==> src/rtl/snake_pkg.sv <==
// snake_pkg: shared state/direction codes, grid defaults and wrap-around stepping for the snake game
package snake_pkg;

    typedef enum logic [1:0] {
        ST_IDLE = 2'b00,
        ST_PLAY = 2'b01,
        ST_WIN  = 2'b10,
        ST_LOSE = 2'b11
    } state_e;

    typedef enum logic [1:0] {
        DIR_UP    = 2'b00,
        DIR_RIGHT = 2'b01,
        DIR_DOWN  = 2'b10,
        DIR_LEFT  = 2'b11
    } dir_e;

    localparam int GRID_X_DEF = 160;
    localparam int GRID_Y_DEF = 120;

    // One step along an axis of length max+1, wrapping by comparison with the limit.
    function automatic logic [7:0] wrap_step(input logic [7:0] v, input logic inc, input logic [7:0] max);
        return inc ? ((v == max) ? 8'd0 : v + 8'd1) : ((v == 8'd0) ? max : v - 8'd1);
    endfunction

endpackage

==> src/rtl/snake_tick_gen.sv <==
// snake_tick_gen: modulo-TICK_DIV counter producing a one-cycle tick, held at zero while disabled
module snake_tick_gen #(
    parameter int TICK_DIV = 25_000_000
) (
    input  logic clk_i,
    input  logic reset_i,
    input  logic en_i,
    output logic tick_o
);

    localparam int CW = (TICK_DIV > 1) ? $clog2(TICK_DIV) : 1;

    logic [CW-1:0] cnt_q, cnt_d;

    assign tick_o = en_i && (cnt_q == CW'(TICK_DIV - 1));
    assign cnt_d  = (!en_i || tick_o) ? '0 : cnt_q + CW'(1);

    always_ff @(posedge clk_i) cnt_q <= reset_i ? '0 : cnt_d;

endmodule

==> src/rtl/snake_game_ctrl.sv <==
// snake_game_ctrl: game-state sequencer for the snake game; schedules move ticks,
// advances the head with wrap-around, detects target capture and keeps the score.
module snake_game_ctrl
    import snake_pkg::*;
#(
    parameter int TICK_DIV  = 25_000_000,
    parameter int GRID_X    = GRID_X_DEF,
    parameter int GRID_Y    = GRID_Y_DEF,
    parameter int WIN_SCORE = 10
) (
    input  logic       clk_i,
    input  logic       reset_i,
    input  logic       btnu_i,
    input  logic       btnr_i,
    input  logic       btnd_i,
    input  logic       btnl_i,
    input  logic [1:0] dir_i,
    input  logic [7:0] target_x_i,
    input  logic [6:0] target_y_i,
    input  logic       self_hit_i,
    output logic [1:0] state_o,
    output logic       move_tick_o,
    output logic [7:0] head_x_o,
    output logic [6:0] head_y_o,
    output logic       target_reached_o,
    output logic [3:0] score_o
);

    localparam logic [7:0] X_MAX = 8'(GRID_X - 1);
    localparam logic [7:0] Y_MAX = 8'(GRID_Y - 1);
    localparam logic [7:0] X0    = 8'(GRID_X / 2);
    localparam logic [6:0] Y0    = 7'(GRID_Y / 2);
    localparam logic [3:0] WIN   = 4'(WIN_SCORE);

    state_e     state_q, state_d;
    logic [7:0] head_x_q, head_x_d, next_x;
    logic [6:0] head_y_q, head_y_d, next_y;
    logic [3:0] score_q, score_d;
    logic       move_tick_q, move_tick_d;
    logic       reached_q, reached_d;
    logic       any, any_q, start, tick, hit;
    dir_e       dir;

    assign any    = btnu_i | btnr_i | btnd_i | btnl_i;
    assign start  = any & ~any_q;
    assign dir    = dir_e'(dir_i);
    assign hit    = (head_x_q == target_x_i) && (head_y_q == target_y_i);
    assign next_x = (dir == DIR_RIGHT || dir == DIR_LEFT) ? wrap_step(head_x_q, dir == DIR_RIGHT, X_MAX) : head_x_q;
    assign next_y = (dir == DIR_UP || dir == DIR_DOWN) ? 7'(wrap_step({1'b0, head_y_q}, dir == DIR_DOWN, Y_MAX)) : head_y_q;

    snake_tick_gen #(.TICK_DIV(TICK_DIV)) u_tick (
        .clk_i  (clk_i),
        .reset_i(reset_i),
        .en_i   (state_q == ST_PLAY),
        .tick_o (tick)
    );

    // Keeps tracking through reset so a button held across reset cannot start a game.
    always_ff @(posedge clk_i) any_q <= any;

    always_ff @(posedge clk_i) begin
        if (reset_i) begin
            state_q     <= ST_IDLE;
            head_x_q    <= X0;
            head_y_q    <= Y0;
            score_q     <= '0;
            move_tick_q <= 1'b0;
            reached_q   <= 1'b0;
        end else begin
            state_q     <= state_d;
            head_x_q    <= head_x_d;
            head_y_q    <= head_y_d;
            score_q     <= score_d;
            move_tick_q <= move_tick_d;
            reached_q   <= reached_d;
        end
    end

    always_comb begin
        state_d     = state_q;
        head_x_d    = head_x_q;
        head_y_d    = head_y_q;
        score_d     = score_q;
        move_tick_d = 1'b0;
        reached_d   = 1'b0;
        case (state_q)
            ST_IDLE: if (start) begin
                state_d  = ST_PLAY;
                head_x_d = X0;
                head_y_d = Y0;
                score_d  = '0;
            end
            ST_PLAY: begin
                move_tick_d = tick;
                head_x_d    = tick ? next_x : head_x_q;
                head_y_d    = tick ? next_y : head_y_q;
                // Capture is judged against the head already moved on the previous tick edge.
                if (move_tick_q && self_hit_i) begin
                    state_d = ST_LOSE;
                end else if (move_tick_q && hit) begin
                    reached_d = 1'b1;
                    score_d   = score_q + 4'd1;
                    state_d   = (score_q + 4'd1 == WIN) ? ST_WIN : ST_PLAY;
                end
            end
            default: if (start) state_d = ST_IDLE;
        endcase
    end

    assign state_o          = state_q;
    assign move_tick_o      = move_tick_q;
    assign head_x_o         = head_x_q;
    assign head_y_o         = head_y_q;
    assign target_reached_o = reached_q;
    assign score_o          = score_q;

endmodule
==> config.mk <==
export PLATFORM = sky130hd
export DESIGN_NAME = snake_game_ctrl
export DESIGN_NICKNAME = d
export VERILOG_FILES = /design/src/rtl/snake_pkg.sv /design/src/rtl/snake_tick_gen.sv /design/src/rtl/snake_game_ctrl.sv
export SDC_FILE = /design/constraint.sdc
export NUM_CORES = 1
export LEC_CHECK = 0
export BUFFER_PORTS_ARGS = -buffer_cell sky130_fd_sc_hd__buf_2
export CAP_MARGIN = 0
export CORE_UTILIZATION = 33
export CTS_CLUSTER_DIAMETER = 30
export DETAILED_ROUTE_END_ITERATION = 16
export GPL_ROUTABILITY_DRIVEN = 1
export PLACE_DENSITY = 0.51
export SYNTH_ARGS = -nofsm -noshare
export SYNTH_HDL_FRONTEND = slang
export SYNTH_SLANG_ARGS = --single-unit
==> constraint.sdc <==
create_clock -name clk_i -period 5.2 [get_ports clk_i]
set_input_delay 0.26 -clock clk_i [delete_from_list [all_inputs] [get_ports clk_i]]
set_output_delay 0.26 -clock clk_i [all_outputs]
set_load 0.02 [all_outputs]
# After elaboration in Yosys (flattened, before gate mapping)
# Cells that the tools add are included.
[totals]
output_inout_bits = 23
word_cells = 83
latch_bits = 0
ram_bits = 0
mem_bits_ro = 0
n_memories = 0
register_bits = 49
[op_classes]
bitwise_logic = 6
eq_ne = 17
multipliers = 0
mux = 25
reduce_logical = 21
n_div = 0
shift = 0
addsub = 6
magnitude_cmp = 0
[ops]
columns = ["cell", "n"]
rows = [
  ["2-to-1 mux 8 bit", 6],
  ["2-to-1 mux 7 bit", 6],
  ["adder 25 x 1 -> 25 bit (second input constant)", 1],
  ["equality test 25 bit (second input constant)", 1],
  ["case mux 8 bit (2 select lines)", 1],
  ["case mux 7 bit (2 select lines)", 1],
  ["2-to-1 mux 4 bit", 3],
  ["!= test 2 bit (second input constant)", 6],
  ["AND reduction 4 bit", 3],
  ["2-to-1 mux 2 bit", 5],
  ["adder 8 x 1 -> 8 bit (second input constant)", 1],
  ["equality test 8 bit", 1],
  ["equality test 8 bit (second input constant)", 1],
  ["zero test 8 bit", 1],
  ["case mux 4 bit (2 select lines)", 1],
  ["subtractor 8 x 1 -> 8 bit (second input constant)", 1],
  ["adder 7 x 1 -> 7 bit (second input constant)", 1],
  ["equality test 7 bit", 1],
  ["equality test 7 bit (second input constant)", 1],
  ["zero test 7 bit", 1],
  ["subtractor 7 x 1 -> 7 bit (second input constant)", 1],
  ["adder 4 x 1 -> 4 bit (second input constant)", 1],
  ["equality test 2 x 1 -> 1 bit (second input constant)", 2],
  ["equality test 2 bit (second input constant)", 2],
  ["15 further kinds", 26],
]

# Logic depth before layout (Yosys ltp)
[depth]
word_depth = 6
ltp_mapped = 8

# Hierarchy
# Synthesis repeated with hierarchy kept, for this count alone.
[hier_totals]
hier_cells = 407
hier_area_um2 = 3224.3
[modules_own_cells]
columns = ["mod", "area_each_um2", "cells_each", "n_inst", "seq_area_each_um2"]
rows = [
  ["snake_game_ctrl", 2013.2, 267, 1, 480.5],
  ["snake_tick_gen", 1211.2, 140, 1, 500.5],
]

# Least setup slack after synthesis
# OpenSTA, ideal clock, no wires.
[synth_path]
path_type = "register to register"
startpoint = "reg head_x_q[4] (netlist: head_x_o[4])"
endpoint = "reg score_q[0] (netlist: score_o[0])"
path_slack_ns = 3.153
stages_incl_launch_ff = 7
t_arrival_ns = 1.926
setup_ns = 0.121
cell_sequence = "dfxtp_1 > clkbuf_1 > xnor2_1 > nand4_1 > nor4_2 > nand2_1 > mux2_2"
[synth_via]
elab_chain_len = 5
[synth_rtl]
columns = ["element", "line", "text"]
rows = [
  ["start: declaration", "snake_game_ctrl.sv:36", "logic [7:0] head_x_q, head_x_d, next_x;"],
  ["start signal: assignment", "snake_game_ctrl.sv:64", "head_x_q <= X0;"],
  ["start signal: assignment", "snake_game_ctrl.sv:71", "head_x_q <= head_x_d;"],
  ["equality test 8 bit", "snake_game_ctrl.sv:47", "assign hit = (head_x_q == target_x_i) && (head_y_q == target_y_i);"],
  ["logical AND 1 bit", "snake_game_ctrl.sv:47", ""],
  ["logical AND 1 bit", "snake_game_ctrl.sv:100", "end else if (move_tick_q && hit) begin"],
  ["!= test 2 bit (no source line)", "--", ""],
  ["AND reduction 4 bit (no source line)", "--", ""],
  ["end signal: assignment", "snake_game_ctrl.sv:73", "score_q <= score_d;"],
  ["end: declaration", "snake_game_ctrl.sv:38", "logic [3:0] score_q, score_d;"],
]
# No other way between the ends.
# A chain may end at the register's enable or synchronous reset.

# Worst setup path after layout
[layout_path]
startpoint = "reg u_tick.cnt_q[10]"
endpoint = "reg u_tick.cnt_q[2]"
[layout_via]
elab_chain_len = 4
[layout_rtl]
columns = ["element", "line", "text"]
rows = [
  ["start: declaration", "snake_tick_gen.sv:13", "logic [CW-1:0] cnt_q, cnt_d;"],
  ["start signal: assignment", "snake_tick_gen.sv:18", "always_ff @(posedge clk_i) cnt_q <= reset_i ? '0 : cnt_d;"],
  ["equality test 25 bit", "snake_tick_gen.sv:15", "assign tick_o = en_i && (cnt_q == CW'(TICK_DIV - 1));"],
  ["logical AND 1 bit", "snake_tick_gen.sv:15", ""],
  ["logical OR 1 bit", "snake_tick_gen.sv:16", "assign cnt_d = (!en_i || tick_o) ? '0 : cnt_q + CW'(1);"],
  ["OR reduction 2 bit (no source line)", "--", ""],
]
# No other way between the ends.

==> reports/results.tsv <==
stage	metric	value	unit
finish	nets	454	
clocking	CTS Hold Bufs	0	
finish	fin util	0.3851	
logic_synthesis	simple-gate area share of the yosys netlist	0.3492	
logic_synthesis	mux contribution to synthesized area	0.01029	
logic_synthesis	Distinct cells, synth	60	
detailed_routing	vias	3020	
clocking	clk buf depth	2	
hold_path	Hold/Removal Path Class	in2reg	
detailed_routing	Via-to-Cell Ratio	5.461	
detailed_routing	DRC viols	0	
clocking	Clk Tree Root Cell	clkbuf_8	
grt	largest net degree at the start of global routing	25	
finish	Antenna Cells	0	
sta	crit path time final	2378	ps
logic_synthesis	Synth Area in Adders	0.02771	
finish	Final Non-Filler Cells	553	
sta	slew margin rel.	0.4569	
clocking	post-CTS sizing	0	
critical_path	CP endpoint	u_tick.cnt_q[2]$_SDFF_PP0_	
critical_path	R2R Setup Slk	2820	ps
sta	Tightest Pin Transition	812.7	ps
placed_design	gpl congestion	0.7758	
floorplan	die area	9973	µm²
critical_path	endpoint class of the critical path	flop	
critical_path	worst reg2reg path endpoint	u_tick.cnt_q[2]$_SDFF_PP0_	
grt	GRT overflow	0	
sta	max-slew violations	0	
detailed_routing	Total Wirelength	8090	µm
sta	final worst-path cycle share	0.4572	
finish	layout cells sized above 1	0.1651	
clocking	CTS H-tree lvls	2	
clocking	Setup Buffers After CTS	0	
critical_path	CP Max Fanout	24	
floorplan	total core area	9240	µm²
placed_design	dpl hpwl	5729	µm
detailed_routing	Routed Antenna Nets	0	
floorplan	io pins	47	
placed_design	setup slack at placement	2761	ps
status	outcome	finished clean	
finish	footprint of the multi-input gates	2013	µm²
critical_path	R2R depth	5	
logic_synthesis	Seq/Total Area, Yosys	0.3104	
logic_synthesis	asr flop ratio synth	0	
clocking	CTS tree	done	
detailed_routing	initial DRC count	130	
critical_path	r2r startpoint	u_tick.cnt_q[10]$_SDFF_PP0_	
logic_synthesis	Avg Cell Area, Syn	7.981	µm²
floorplan	die height	99.87	µm
placed_design	DP Cell Count	545	
critical_path	Arr. time, crit path	2540	ps
critical_path	CP Launch Type	flop	
sta	setup TNS	0	ps
finish	Synth-to-Final Area Change	12.59	%
sta	Final Hold Fails	0	
logic_synthesis	Synth Area in XOR/XNOR	0.1108	
pwr	total power	0.7169	mW
sta	RSZ-0062 raised after global routing	false	
logic_synthesis	Mapped Nets	427	
logic_synthesis	compound-gate portion of the synthesized area	0.1390	
finish	fillers	990	
logic_synthesis	Synth Register Bits	49	
detailed_routing	drt first pass iters	4	
clocking	Reg clk slew, reported paths	90	ps
logic_synthesis	Post-synth EDFFs	0	
logic_synthesis	synthesized area	3161	µm²
sta	setup violators final	0	
floorplan	DIE WIDTH	99.87	µm
logic_synthesis	Cells after Synth	396	
grt	global-route wire length before repair	13570	µm
floorplan	Initial Util	0.3420	
floorplan	Row Count	35	
pwr	Max rail drop VDD	0.08766	mV
logic_synthesis	top_reg_cell synth	dfxtp_1	
finish	design area	3558	µm²
clocking	number of CTS-inserted buffers	5	
grt	vias in the first global route	2846	
finish	FF/Latch Area	980.9	µm²
detailed_routing	drt wl/cell	14.63	µm
hold_path	HP Start	btnd_i	
sta	skew final	13.82	ps
sta	Hold WS	183.9	ps
sta	Max Freq	420.6	MHz
clocking	clock net sink count	49	
placed_design	Area after DPL	3442	µm²
logic_synthesis	synth warn	0	
sta	Final WS setup	2822	ps
pwr	Lkg Pwr	1.290	nW
run	max cap viols	0	
pwr	PwrDens	201.5	nW/µm²
critical_path	Critical Path RT	5360	ps
critical_path	CP Class	reg2reg	
clocking	clk_lat worst skew	310	ps
grt	Total GRT Usage	0.1696	
grt	initial antenna violation count	0	
logic_synthesis	largest family of logic cells by synthesized area	simple AND/OR/NAND/NOR gates	
placed_design	port bufs	46	
critical_path	Worst Setup SP	u_tick.cnt_q[10]$_SDFF_PP0_	
==> power breakdown <==
part	switching, mW	internal (mW)
Sequential	0.00397	0.377
Combinational	0.0297	0.0196
Clock	0.130	0.157
Total	0.164	0.553
==> Yosys cell counts, types with 3 or more instances <==
library cell,count,area (µm²)
and2_1,3,18.77
and3_1,12,75.07
a31oi_1,5,31.28
nand2_1,32,120.1
nand3_1,25,125.1
nor2b_1,5,31.28
and3_2,3,22.52
nor4b_1,5,43.79
o21ai_0,9,45.04
nor3_1,6,30.03
clkbuf_1,21,78.83
a211oi_1,4,30.03
and4_1,6,52.55
dfxtp_1,49,980.9
a21o_1,3,22.52
inv_1,12,45.04
o31ai_1,3,22.52
xor2_1,18,157.7
a21oi_1,16,80.08
nand2b_1,5,31.28
xnor2_1,22,192.7
buf_2,4,20.02
o211ai_1,5,37.54
nor4_1,7,43.79
nor2_1,42,157.7
ha_1,7,87.58
nand4_1,19,118.9
or3_1,7,43.79
==> cell families (layout without fill, tap and decap cells) <==
| group | after synthesis | count (layout) |
|---|---|---|
| compound gates | 64 | 64 |
| xor+xnor | 40 | 40 |
| fa+ha+maj | 7 | 7 |
| buf+inv | 40 | 68 |
| flops | 49 | 49 |
| mux | 3 | 3 |
| simple gates | 193 | 193 |
==> area by class of cell <==
cell class,instances,area share
Inverter,13,0.01371
Clock inverter,1,0.008439
Clock buffer,7,0.02426
Timing Repair Buffer,47,0.06681
Sequential cell,49,0.2757
Tap cell,129,0.04536
Multi-Input combinational cell,307,0.5658
==> sequential cells by signal, indices dropped and copies added (netlist names) <==
| name | count |
|---|---|
| score_o | 4 |
| u_tick.cnt_q | 25 |
| state_o | 2 |
| move_tick_o | 1 |
| head_y_o | 7 |
| head_x_o | 8 |
| target_reached_o | 1 |
| any_q | 1 |
==> how the worst min path moves through the flow <==
| stage | to | cells past startpoint |
|---|---|---|
| 3_3_place_gp | u_tick.cnt_q[0]$_SDFF_PP0_ | 1 |
| 4_1_cts | any_q$_DFF_P_ | 3 |
| 5_1_grt | any_q$_DFF_P_ | 3 |
| 6_report | any_q$_DFF_P_ | 3 |
| 2_1_floorplan | any_q$_DFF_P_ | 2 |
| 3_5_place_dp | u_tick.cnt_q[0]$_SDFF_PP0_ | 1 |
==> layer usage <==
layer | global-route usage | share of wire | wire length [µm]
met5 | 0 | 0 | 0
met4 | 0.05430 | 0.019 | 150
met3 | 0.03064 | 0.045 | 362
met2 | 0.2780 | 0.45 | 3644
met1 | 0.2254 | 0.49 | 3933
==> critical path, stage by stage (launching register included) <==
cell,delay (ps)
dfxtp_1,360
or4_4,550
nor4_4,320
nand2_1,230
nand2_1,660
nor2_1,110
==> placed cells by master, fill, tap and decap left out, drive strengths merged, types with 7 or more instances in the layout <==
cell,instances
inv,12
xnor2,22
and4,7
o21ai,10
or3,7
nand2,32
clkbuf,7
and3,15
a21oi,17
nor2,42
ha,7
buf,47
nand3,25
nor4,10
dfxtp,49
xor2,18
nand4,20
(Power assumes the default switching activity.)
